### src/rtl/acc_core.sv
// rtl/acc_core.sv - accumulator execution core: W register, carry/zero flags,
// accepted-instruction counter and a WIDTH-cycle shift-add multiplier.
module acc_core #(
   parameter int WIDTH = 16,
   parameter int PCW   = 16
) (
   input  logic             clk,
   input  logic             reset,
   input  logic             in_valid,
   output logic             in_ready,
   input  logic [3:0]       inst,
   input  logic [WIDTH-1:0] b,
   output logic [WIDTH-1:0] w,
   output logic             carry,
   output logic             zero,
   output logic             done,
   output logic [PCW-1:0]   counter
);

   localparam int IW = (WIDTH > 1) ? $clog2(WIDTH) : 1;
   localparam logic [IW-1:0] LAST_ITER = IW'(WIDTH - 1);

   typedef enum logic {S_IDLE, S_MUL} state_t;

   state_t             state_q, state_d;
   logic [WIDTH-1:0]   w_q, w_d;
   logic               carry_q, carry_d;
   logic               zero_q, zero_d;
   logic               done_q, done_d;
   logic [PCW-1:0]     pc_q, pc_d;
   logic [2*WIDTH-1:0] mcand_q, mcand_d;
   logic [2*WIDTH-1:0] prod_q, prod_d;
   logic [WIDTH-1:0]   mplier_q, mplier_d;
   logic [IW-1:0]      iter_q, iter_d;
   logic [WIDTH:0]     sum;

   assign in_ready = (state_q == S_IDLE);
   assign w        = w_q;
   assign carry    = carry_q;
   assign zero     = zero_q;
   assign done     = done_q;
   assign counter  = pc_q;

   always_comb begin
      state_d  = state_q;
      w_d      = w_q;
      carry_d  = carry_q;
      zero_d   = zero_q;
      done_d   = 1'b0;
      pc_d     = pc_q;
      mcand_d  = mcand_q;
      prod_d   = prod_q;
      mplier_d = mplier_q;
      iter_d   = iter_q;
      sum      = '0;
      if (state_q == S_IDLE) begin
         if (in_valid) begin
            pc_d   = pc_q + PCW'(1);
            done_d = 1'b1;
            case (inst)
               4'd0: w_d = b;
               4'd1: begin
                  sum = {1'b0, w_q} + {1'b0, b};
                  {carry_d, w_d} = sum;
               end
               4'd2: begin
                  w_d     = w_q - b;
                  carry_d = (b > w_q);
               end
               4'd3: w_d = w_q & b;
               4'd4: w_d = w_q | b;
               4'd5: w_d = w_q ^ b;
               4'd6: w_d = ~w_q;
               4'd7: begin
                  w_d     = w_q << 1;
                  carry_d = w_q[WIDTH-1];
               end
               4'd8: begin
                  w_d     = w_q >> 1;
                  carry_d = w_q[0];
               end
               4'd9: begin
                  sum = {1'b0, w_q} + {1'b0, b} + {{WIDTH{1'b0}}, carry_q};
                  {carry_d, w_d} = sum;
               end
               4'd10: begin
                  // w and flags stay frozen until the last shift-add step
                  done_d   = 1'b0;
                  state_d  = S_MUL;
                  mcand_d  = {{WIDTH{1'b0}}, w_q};
                  mplier_d = b;
                  prod_d   = '0;
                  iter_d   = '0;
               end
               4'd11: begin
                  w_d     = '0;
                  carry_d = 1'b0;
               end
               default: ;
            endcase
            zero_d = (w_d == '0);
         end
      end else begin
         prod_d   = prod_q + (mplier_q[0] ? mcand_q : '0);
         mcand_d  = mcand_q << 1;
         mplier_d = mplier_q >> 1;
         iter_d   = iter_q + IW'(1);
         if (iter_q == LAST_ITER) begin
            w_d     = prod_d[WIDTH-1:0];
            carry_d = |prod_d[2*WIDTH-1:WIDTH];
            zero_d  = (w_d == '0);
            done_d  = 1'b1;
            state_d = S_IDLE;
         end
      end
   end

   always_ff @(posedge clk or negedge reset) begin
      if (!reset) begin
         state_q  <= S_IDLE;
         w_q      <= '0;
         carry_q  <= 1'b0;
         zero_q   <= 1'b1;
         done_q   <= 1'b0;
         pc_q     <= '0;
         mcand_q  <= '0;
         prod_q   <= '0;
         mplier_q <= '0;
         iter_q   <= '0;
      end else begin
         state_q  <= state_d;
         w_q      <= w_d;
         carry_q  <= carry_d;
         zero_q   <= zero_d;
         done_q   <= done_d;
         pc_q     <= pc_d;
         mcand_q  <= mcand_d;
         prod_q   <= prod_d;
         mplier_q <= mplier_d;
         iter_q   <= iter_d;
      end
   end

endmodule
### config.mk
export PLATFORM = sky130hd
export DESIGN_NAME = acc_core
export DESIGN_NICKNAME = d
export VERILOG_FILES = /design/src/rtl/acc_core.sv
export SDC_FILE = /design/constraint.sdc
export NUM_CORES = 1
export LEC_CHECK = 0
export ABC_AREA = 1
export CORE_MARGIN = 3
export CORE_UTILIZATION = 55
export CTS_CLUSTER_DIAMETER = 100
export CTS_CLUSTER_SIZE = 25
export DETAILED_ROUTE_END_ITERATION = 16
export PLACE_DENSITY = 0.81
export SLEW_MARGIN = 0
export SYNTH_ARGS = -nofsm -noshare
export SYNTH_HDL_FRONTEND = slang
export SYNTH_SLANG_ARGS = --single-unit
### constraint.sdc
create_clock -name clk -period 6.2 [get_ports clk]
set_input_delay 0.62 -clock clk [delete_from_list [all_inputs] [get_ports clk]]
set_output_delay 0.62 -clock clk [all_outputs]
set_load 0.01 [all_outputs]
==> impl_metrics.tcl <==
set metrics [dict create \
    routed_via_density 5.81 \
    slew_violations 0 \
    first_pass_iters 6 \
    drc_errors 0 \
    synth-seq-cells 120 \
    yosys-mux-area-fraction 0 \
    clock.fmax_mhz 272 \
    power_frac_comb 0.564 \
    synth_cell_types 49 \
    timing_hold_violations_final 0 \
    syn_nets 1782 \
    instances_no_fill 1987 \
    syn_area_mm2 0.0111 \
    start_util 0.565 \
    drt_iter0_drc 1056 \
    holdBufCountCts 0 \
    grt_max_degree 68 \
    status "complete, no violations" \
    die_h_um 148 \
    crit_path_max_fanout 13 \
    routedWlPerCell_um 17.3 \
    cts_made_buffers 17 \
    final_common_cell "nand2_1" \
    fillers 1823 \
    grt_pass1_vias 10700 \
    synth_edf_count 0 \
    insertedDiodeCount 0 \
    antenna_found_initial 0 \
    finalClockSkew_ps 6.73 \
    yosysSeqAreaShare 0.272 \
    swShare 0.505 \
    io_buffers 58 \
    gp_congestion 1.00 \
    synth_cells 1673 \
    fin_nets 1818 \
    min_path_type "input port to async pin" \
    ctsResizeCount 0 \
    wl_um 34300 \
    grt_pass1_wl_um 54900 \
    core-area_mm2 0.0196 \
    yosys.area.top_type_share 0.269 \
    yosys-top-cells-area "dfrtp_1, nand2_1, ha_1, inv_1, nor2_1" \
    dieWidth_um 148 \
    synth_top_area_cell "dfrtp_1" \
    setup.worst_path.class "input port to register" \
    ctsHtreeMaxLevel 4 \
    cts.sinks 120 \
    synth_top_family_by_area "simple AND/OR/NAND/NOR gates" \
    p_leak_nw 6.37 \
    hold_ws_ps 245 \
    slew_headroom 0.157 \
    synthSimpleGateAreaFrac 0.345 \
    worstSetupEndpointType "register" \
    yosys_warnings 0 \
    insertion_delay_ps 420 \
    fin_crit_ps 3670 \
    internal_power_w 0.00258 \
    place_inst 1955 \
    rsz0062_at_grt "no" \
    rows 51 \
    tritoncts "yes" \
    synthXorXnorAreaFrac 0.0356 \
    synth_area_per_cell_um2 6.61 \
    final_cell_mix "nand2_1, inv_1, nor2_1, nand3_1, dfrtp_1" \
    drive_above_1_share 0.0662 \
    p_sw_w 0.00263 \
    timing.final.crit_share 0.592 \
    p_per_area_mw_per_mm2 422 \
    cap_viol_max_count 0 \
    setup_viol 0 \
    synth_compound_area_frac 0.146 \
    crit_arrival_ps 4020 \
    tns_ps 0 \
    worstSetupStartpointType "input port" \
    ys_async_sr_fraction 1.00 \
    area_growth_pct 11.7 \
    overflow 0 \
    synthAdderAreaFrac 0.0993 \
    clock_power_share 0.182 \
    post_cts_buffers 0 \
    pin_count 59 \
    root_buffer "clkbuf_16" \
    ant_nets 0 \
    vias 11500 \
    grtUsageTotal 0.309 \
    seqPwrFrac 0.254 \
    clk_pin_slew_ps 60 \
    dieArea_mm2 0.0218 \
    required_ps 6550 \
    max_slew.worst_pin.slew_ps 1260 \
    clk_path_buf_depth 2 \
    synthFlopType "dfrtp_1" \
    irDropWorstVdd_uv 543 \
    dp_hpwl_um 25800 \
]
sequential cells by signal, summed over array words and instances, names as in the netlist:
| register | flops |
|---|---|
| w | 16 |
| iter_q | 4 |
| mplier_q | 16 |
| mcand_q | 32 |
| state_q | 1 |
| zero | 1 |
| counter | 16 |
| done | 1 |
| prod_q | 32 |
| carry | 1 |
cells by family after synthesis:
group / Yosys count
AND/OR/NAND/NOR: 875
adder cells (fa/ha/maj): 86
AO/OA/AOI/OAI: 261
XOR/XNOR: 45
buffers and inverters: 286
flip-flops: 120
critical path, stage by stage:
cell             delay [ps]
clkdlybuf4s50_1         520
inv_1                    90
ha_1                    690
nand3_1                 260
nand2_2                 190
nand2_1                 130
nand2_4                 110
nand3_1                 110
nor2_1                  220
nand4_1                 200
nor2_1                  210
nand3_1                  90
nand3_1                 100
nand3_1                  90
nand2_1                 100
nand3_1                  80
nor2_1                   80
nor2_1                   50
nor2_1                   80
layer usage:
metal	GRT usage	vias up	share of wire
met5	0	-	0
li1	-	5550	-
met1	0.446	5359	0.45
met2	0.463	552	0.43
met3	0.0628	81	0.091
met4	0.109	0	0.028
metrics by stage:
step                      setup slack, ps  cell area (um2)  total power [W]   util
after global routing                 2180            12400          0.00559  0.631
final                                2530            12400          0.00521  0.631
after floorplan                      3380            11100          0.00333      -
after detailed placement             2210            11800          0.00418  0.602
after global placement               2310            11800          0.00414  0.602
after CTS                            2630            12400          0.00516  0.631
layout make-up:
| type | instances | area (um2) | area share |
|---|---|---|---|
| multi-input combinational | 1267 | 6920 | 0.560 |
| sequential | 120 | 3000 | 0.243 |
| inverter | 237 | 892 | 0.0722 |
| timing repair buffer | 66 | 638 | 0.0516 |
| clock buffer | 17 | 425 | 0.0344 |
| tap | 265 | 332 | 0.0268 |
| clock inverter | 15 | 144 | 0.0116 |
path summary, 6_finish.rpt:
check / from / to / slack (ps) / cells past startpoint
max in group asynchronous: reset / mcand_q[4] / 4670 / 2
min: reset / mcand_q[18] / 240 / 1
max reg2reg: w[2] / zero / 2690 / 18
min in group clk: counter[15] / counter[15] / 470 / 1
min reg2reg: counter[15] / counter[15] / 470 / 1
max: b[2] / zero / 2530 / 19
Yosys cell counts (all sizes together) (28+ instances only):
master,n
nand2,486
o21ai,70
clkbuf,31
a21oi,76
o22ai,33
inv,236
nor2,181
nand4,36
dfrtp,119
xor2,28
nand3,131
ha,83
power by group through the flow:
stage	Combinational, W	Clock [W]	Sequential, W
floorplan	0.00206	0	0.00127
global placement	0.00282	0	0.00132
detailed placement	0.00286	0	0.00132
CTS	0.00288	0.000960	0.00132
global route	0.00324	0.000997	0.00135
finish	0.00294	0.000951	0.00132
(Power assumes the default switching activity.)
